[src/rtl/hr_4t16_demux_top.sv]
// Half-rate 4:16 receive demux with bit-slip word aligner.
// Optional training-word error counter enabled by defining HR_4T16_DEMUX_ERRCNT_EN.
module hr_4t16_demux_top #(
   parameter logic [15:0] SYNC_WORD = 16'h1E2D,
   parameter int          LOCK_CNT  = 4,
   parameter int          MAX_SLIPS = 8
) (
   input  logic        clk_hr,
   input  logic        rst_n,
   input  logic [3:0]  din,
   input  logic        train,
   input  logic        slip_ext,
   output logic [15:0] dout,
   output logic        dout_vld,
   output logic        locked,
   output logic        align_fail,
   output logic [7:0]  err_cnt
);

   localparam logic [3:0] LOCK_N = 4'(LOCK_CNT);
   localparam logic [3:0] SLIP_N = 4'(MAX_SLIPS);

   typedef enum logic [2:0] {
      ST_IDLE, ST_SEARCH, ST_CHECK, ST_DISCARD, ST_LOCKED, ST_FAIL
   } state_t;

   state_t state, state_nx;

   // The oldest bit of each lane's shift register is never part of a word, so only three are stored.
   logic [3:0][2:0] sr;
   logic [1:0]      ph;
   logic            slip_int, slip, capture, is_sync, train_q, train_rise;
   logic [15:0]     cap_word;
   logic [3:0]      match_cnt, match_nx, slip_cnt, slip_cnt_nx;
   logic            slip_req;

   always_comb begin
      cap_word = '0;
      for (int k = 0; k < 4; k++) begin
         cap_word[4*k +: 4] = {din[k], sr[k]};
      end
   end

   assign slip       = slip_ext | slip_int;
   assign capture    = (ph == 2'd3) && !slip;
   assign is_sync    = (cap_word == SYNC_WORD);
   assign train_rise = train & ~train_q;

   always_ff @(posedge clk_hr) begin
      if (!rst_n) begin
         sr       <= '0;
         ph       <= 2'd0;
         dout     <= 16'h0000;
         dout_vld <= 1'b0;
         train_q  <= 1'b0;
      end else begin
         for (int k = 0; k < 4; k++) begin
            sr[k] <= {din[k], sr[k][2:1]};
         end
         if (!slip) begin
            ph <= ph + 2'd1;
         end
         dout_vld <= capture;
         if (capture) begin
            dout <= cap_word;
         end
         train_q <= train;
      end
   end

   // Aligner state register, together with its counters and the slip request pulse.
   always_ff @(posedge clk_hr) begin
      if (!rst_n) begin
         state     <= ST_IDLE;
         match_cnt <= 4'd0;
         slip_cnt  <= 4'd0;
         slip_int  <= 1'b0;
      end else begin
         state     <= state_nx;
         match_cnt <= match_nx;
         slip_cnt  <= slip_cnt_nx;
         slip_int  <= slip_req;
      end
   end

   always_comb begin
      state_nx    = state;
      match_nx    = match_cnt;
      slip_cnt_nx = slip_cnt;
      slip_req    = 1'b0;
      case (state)
         ST_IDLE: begin
            if (train) begin
               state_nx    = ST_SEARCH;
               slip_cnt_nx = 4'd0;
            end
         end
         ST_SEARCH, ST_CHECK, ST_DISCARD: begin
            if (!train) begin
               state_nx = ST_IDLE;
            end else if (capture) begin
               if (state == ST_DISCARD) begin
                  state_nx = ST_SEARCH;
               end else if (is_sync) begin
                  match_nx = (state == ST_SEARCH) ? 4'd1 : match_cnt + 4'd1;
                  state_nx = (match_nx == LOCK_N) ? ST_LOCKED : ST_CHECK;
               end else if (slip_cnt == SLIP_N) begin
                  state_nx = ST_FAIL;
               end else begin
                  slip_req    = 1'b1;
                  slip_cnt_nx = slip_cnt + 4'd1;
                  state_nx    = ST_DISCARD;
               end
            end
         end
         ST_LOCKED: begin
            if (train_rise) begin
               state_nx    = ST_SEARCH;
               slip_cnt_nx = 4'd0;
            end
         end
         ST_FAIL: begin
            if (!train) begin
               state_nx = ST_IDLE;
            end
         end
         default: state_nx = ST_IDLE;
      endcase
   end

   always_comb begin
      locked     = (state == ST_LOCKED);
      align_fail = (state == ST_FAIL);
   end

`ifdef HR_4T16_DEMUX_ERRCNT_EN
   logic [7:0] err_q;

   always_ff @(posedge clk_hr) begin
      if (!rst_n) begin
         err_q <= 8'h00;
      end else if (state_nx == ST_SEARCH && state != ST_SEARCH) begin
         err_q <= 8'h00;
      end else if (state == ST_LOCKED && train && capture && !is_sync && err_q != 8'hFF) begin
         err_q <= err_q + 8'h01;
      end
   end

   assign err_cnt = err_q;
`else
   assign err_cnt = 8'h00;
`endif

endmodule

[config.mk]
export PLATFORM = sky130hd
export DESIGN_NAME = hr_4t16_demux_top
export DESIGN_NICKNAME = d
export VERILOG_FILES = /design/src/rtl/hr_4t16_demux_top.sv
export SDC_FILE = /design/constraint.sdc
export NUM_CORES = 1
export LEC_CHECK = 0
export ABC_CLOCK_PERIOD_IN_PS = 2100
export CAP_MARGIN = 15
export CORE_MARGIN = 4
export CORE_UTILIZATION = 52
export DETAILED_ROUTE_END_ITERATION = 8
export PLACE_DENSITY = 0.79
export SLEW_MARGIN = 20
export SYNTH_ARGS = -nofsm -noshare
export SYNTH_HDL_FRONTEND = slang
export SYNTH_SLANG_ARGS = --single-unit
[constraint.sdc]
create_clock -name clk_hr -period 2.1 [get_ports clk_hr]
set_input_delay 0.63 -clock clk_hr [delete_from_list [all_inputs] [get_ports clk_hr]]
set_output_delay 0.63 -clock clk_hr [all_outputs]
set_load 0.05 [all_outputs]
==> run metrics <==
Layout Nets approximately 270; site row count 22; Avg WL per Cell around 13 µm; met2 WL between 1.5 and 2 mm; DIE HEIGHT around 69 µm; startpoint types flip-flop; RSZ-0062 raised after global routing no; Worst path max stage delay 0.80 ns; DRT antenna net count 0; vias in the first global route around 1400; GPL Wtd Cong 0.848; total power per unit cell area 635 nW/µm²; CTS buffer count 5; actual slew at the worst max-slew pin 0.500 ns; critical path launch point dout[13]$_SDFFE_PN0P_; worst-path fanout max 2; detailed placer's ending HPWL 2.83 mm; Avg Inst Size Synth just under 9 µm²; main flop type after synthesis dfxtp_1; Net Sw Frac around 24%; Worst Path Arrival around 1.4 ns; fillers between 300 and 400; sequential share of power 56.1%; FF-to-FF End state[1]$_SDFFE_PN0P_; worst path bufs/invs 1; commonest non-fill, non-tap cells in the layout dfxtp_1, nand2_1, buf_4; Post-Route WL 3.91 mm; Skew-Pair Late Insertion Delay 0.29 ns; FFs w/ async S/R, synth 0%; Max Freq roughly 490 MHz; CP cell instances clkdlybuf4s50_1; Finish-stage setup viols 0; most common cell after layout, fill and taps aside dfxtp_1; Via-to-Cell Ratio ~5.2; Crit path depth 1; die outline area 4830 µm²; Seq. cell area 882 µm²; Final min period roughly 2.0 ns; Initial Utilization 53.7%; vias post-DR approximately 1600; met3 WL approximately 190 µm; Ys Warns 0; Pwr Total between 1.5 and 2 mW; global-route wire length before repair between 6 and 7 mm; Post-CTS Setup Bufs 0; Max Used Layer met4; worst r2r src match_cnt[0]$_SDFFE_PN0P_; CP Data Required Time between 1 and 1.5 ns; number of synthesized register bits 44; HP Class flip-flop to flip-flop; register area share after synthesis 44.8%; io pins 35; Core ar. between 3000 and 4000 µm²; WS Path Type flip-flop to output pin; power share of the combinational group between 8 and 9%; CTS tree built; diode count 0; Synth cell types 45; share of layout cells above drive strength 1 18.3%; post-synthesis cell count 220; Hold Buf Count CTS 0; GR Overflow Total 0; Hold Violations, Final 0; P_leak between 0.9 and 1 nW; post-CTS sizing 0; Worst Setup EP dout[13]; design area about 2400 µm²; CTS Sinks 44; Clock Tree Root clkbuf_8; Clock Tree Buf Depth 2; setup tns final 0 ns; Worst Setup End Kind output pin; status finished, final reports clean; Worst VDD drop a little under 300 µV; area occupied by multi-input gates 1010 µm²; 1st-iter DRT viols roughly 70; Final Max Slew Viols 0; GR Util All Layers 17.1%; worst relative slew slack 66.6%; WL met1 about 1.9 mm; DIE WIDTH a little under 70 µm; clock slew at reported path FFs 0.08 ns; critical path's slowest cell clkdlybuf4s50_1; Area growth syn-to-layout 23.9%; initial antenna violation count 0; depth of the most critical reg-to-reg path 5; max cap viols 0; switching power ~0.38 mW; Pint around 1.2 mW; H-tree depth 2; Post-Syn Area 1970 µm²; power share of the clock group a little over a third; final worst path period share 97.5%; drt drc 0; number of port buffers 26; pin count of the biggest net entering global routing 22; Final Skew between 0.008 and 0.009 ns; placed cell area 2310 µm²; Worst Setup Slack, final roughly 0.052 ns; Post-synth EDFFs 0; DP Worst Slack -0.215 ns; R2R Setup Slk roughly 0.32 ns; Hold Worst Slack about 0.46 ns; Top delay family on crit path buffers and inverters; DRT Pass-1 Iters 4
metal layers:
layer | vias up | global-route usage (%)
li1 | 813 | -
met1 | 732 | 22.7
met2 | 37 | 26.8
met3 | 2 | 4.93
met4 | 0 | 5.21
met5 | - | 0
registers in the layout (all words and copies together), names as in the netlist, 2 cells and up:
signal,flops
slip_cnt,4
cap_word,12
dout,16
ph,2
state,3
match_cnt,4
cell families after synthesis:
kind of cell | synth area share [%]
compound gates | 13.4
xor+xnor | 1.34
fa+ha+maj | 2.55
buf+inv | 6.56
flops | 44.8
mux | 1.53
other cells | 0.191
simple gates | 29.6
worst min-delay path by stage:
stage | startpoint | endpoint | slack (ns) | depth (start not counted)
floorplan | cap_word[4]$_SDFF_PN0_ | dout[4]$_SDFFE_PN0P_ | 0.43 | 2
global placement | cap_word[4]$_SDFF_PN0_ | dout[4]$_SDFFE_PN0P_ | 0.44 | 2
detailed placement | dout[11]$_SDFFE_PN0P_ | dout[11]$_SDFFE_PN0P_ | 0.45 | 2
CTS | dout[11]$_SDFFE_PN0P_ | dout[11]$_SDFFE_PN0P_ | 0.46 | 2
global route | cap_word[4]$_SDFF_PN0_ | dout[4]$_SDFFE_PN0P_ | 0.47 | 2
finish | dout[10]$_SDFFE_PN0P_ | dout[10]$_SDFFE_PN0P_ | 0.46 | 2
cell usage after synthesis, types with 3 or more instances:
cell type  count  area share, %
dfxtp_1       44             45
nand2_1       41            7.8
a21oi_1       24            6.1
and2_1        15            4.8
buf_4          8            3.1
nor2_1         7            1.3
clkbuf_1       5           0.95
buf_2          4            1.0
ha_1           4            2.5
nand2b_1       4            1.3
nand3_1        4            1.0
nand4b_1       4            1.8
o21ai_0        4            1.0
inv_1          3           0.57
mux2i_1        3            1.5
nor3_1         3           0.76
per-stage QoR:
| step | std cells | util (%) |
|---|---|---|
| finish | 305 | 66.5 |
| global route | 305 | 66.5 |
| CTS | 305 | 65.8 |
| detailed placement | 297 | 63.2 |
| global placement | 297 | 63.2 |
| floorplan | 227 | - |
power by group through the flow:
stage / Combinational, mW / Clock, mW / Sequential, mW
2_1_floorplan: 0.0990 / 0 / 0.886
3_3_place_gp: 0.130 / 0 / 0.886
3_5_place_dp: 0.131 / 0 / 0.887
4_1_cts: 0.132 / 0.556 / 0.867
5_1_grt: 0.145 / 0.594 / 0.871
6_report: 0.134 / 0.546 / 0.867
area by class of cell:
class,count,share of cell area (%)
timing repair buffer,42,15.7
sequential,44,36.2
tap,48,2.47
multi-input combinational,160,41.3
clock inverter,1,0.308
inverter,3,0.462
clock buffer,7,3.54
Power figures use the tool's default switching activity.
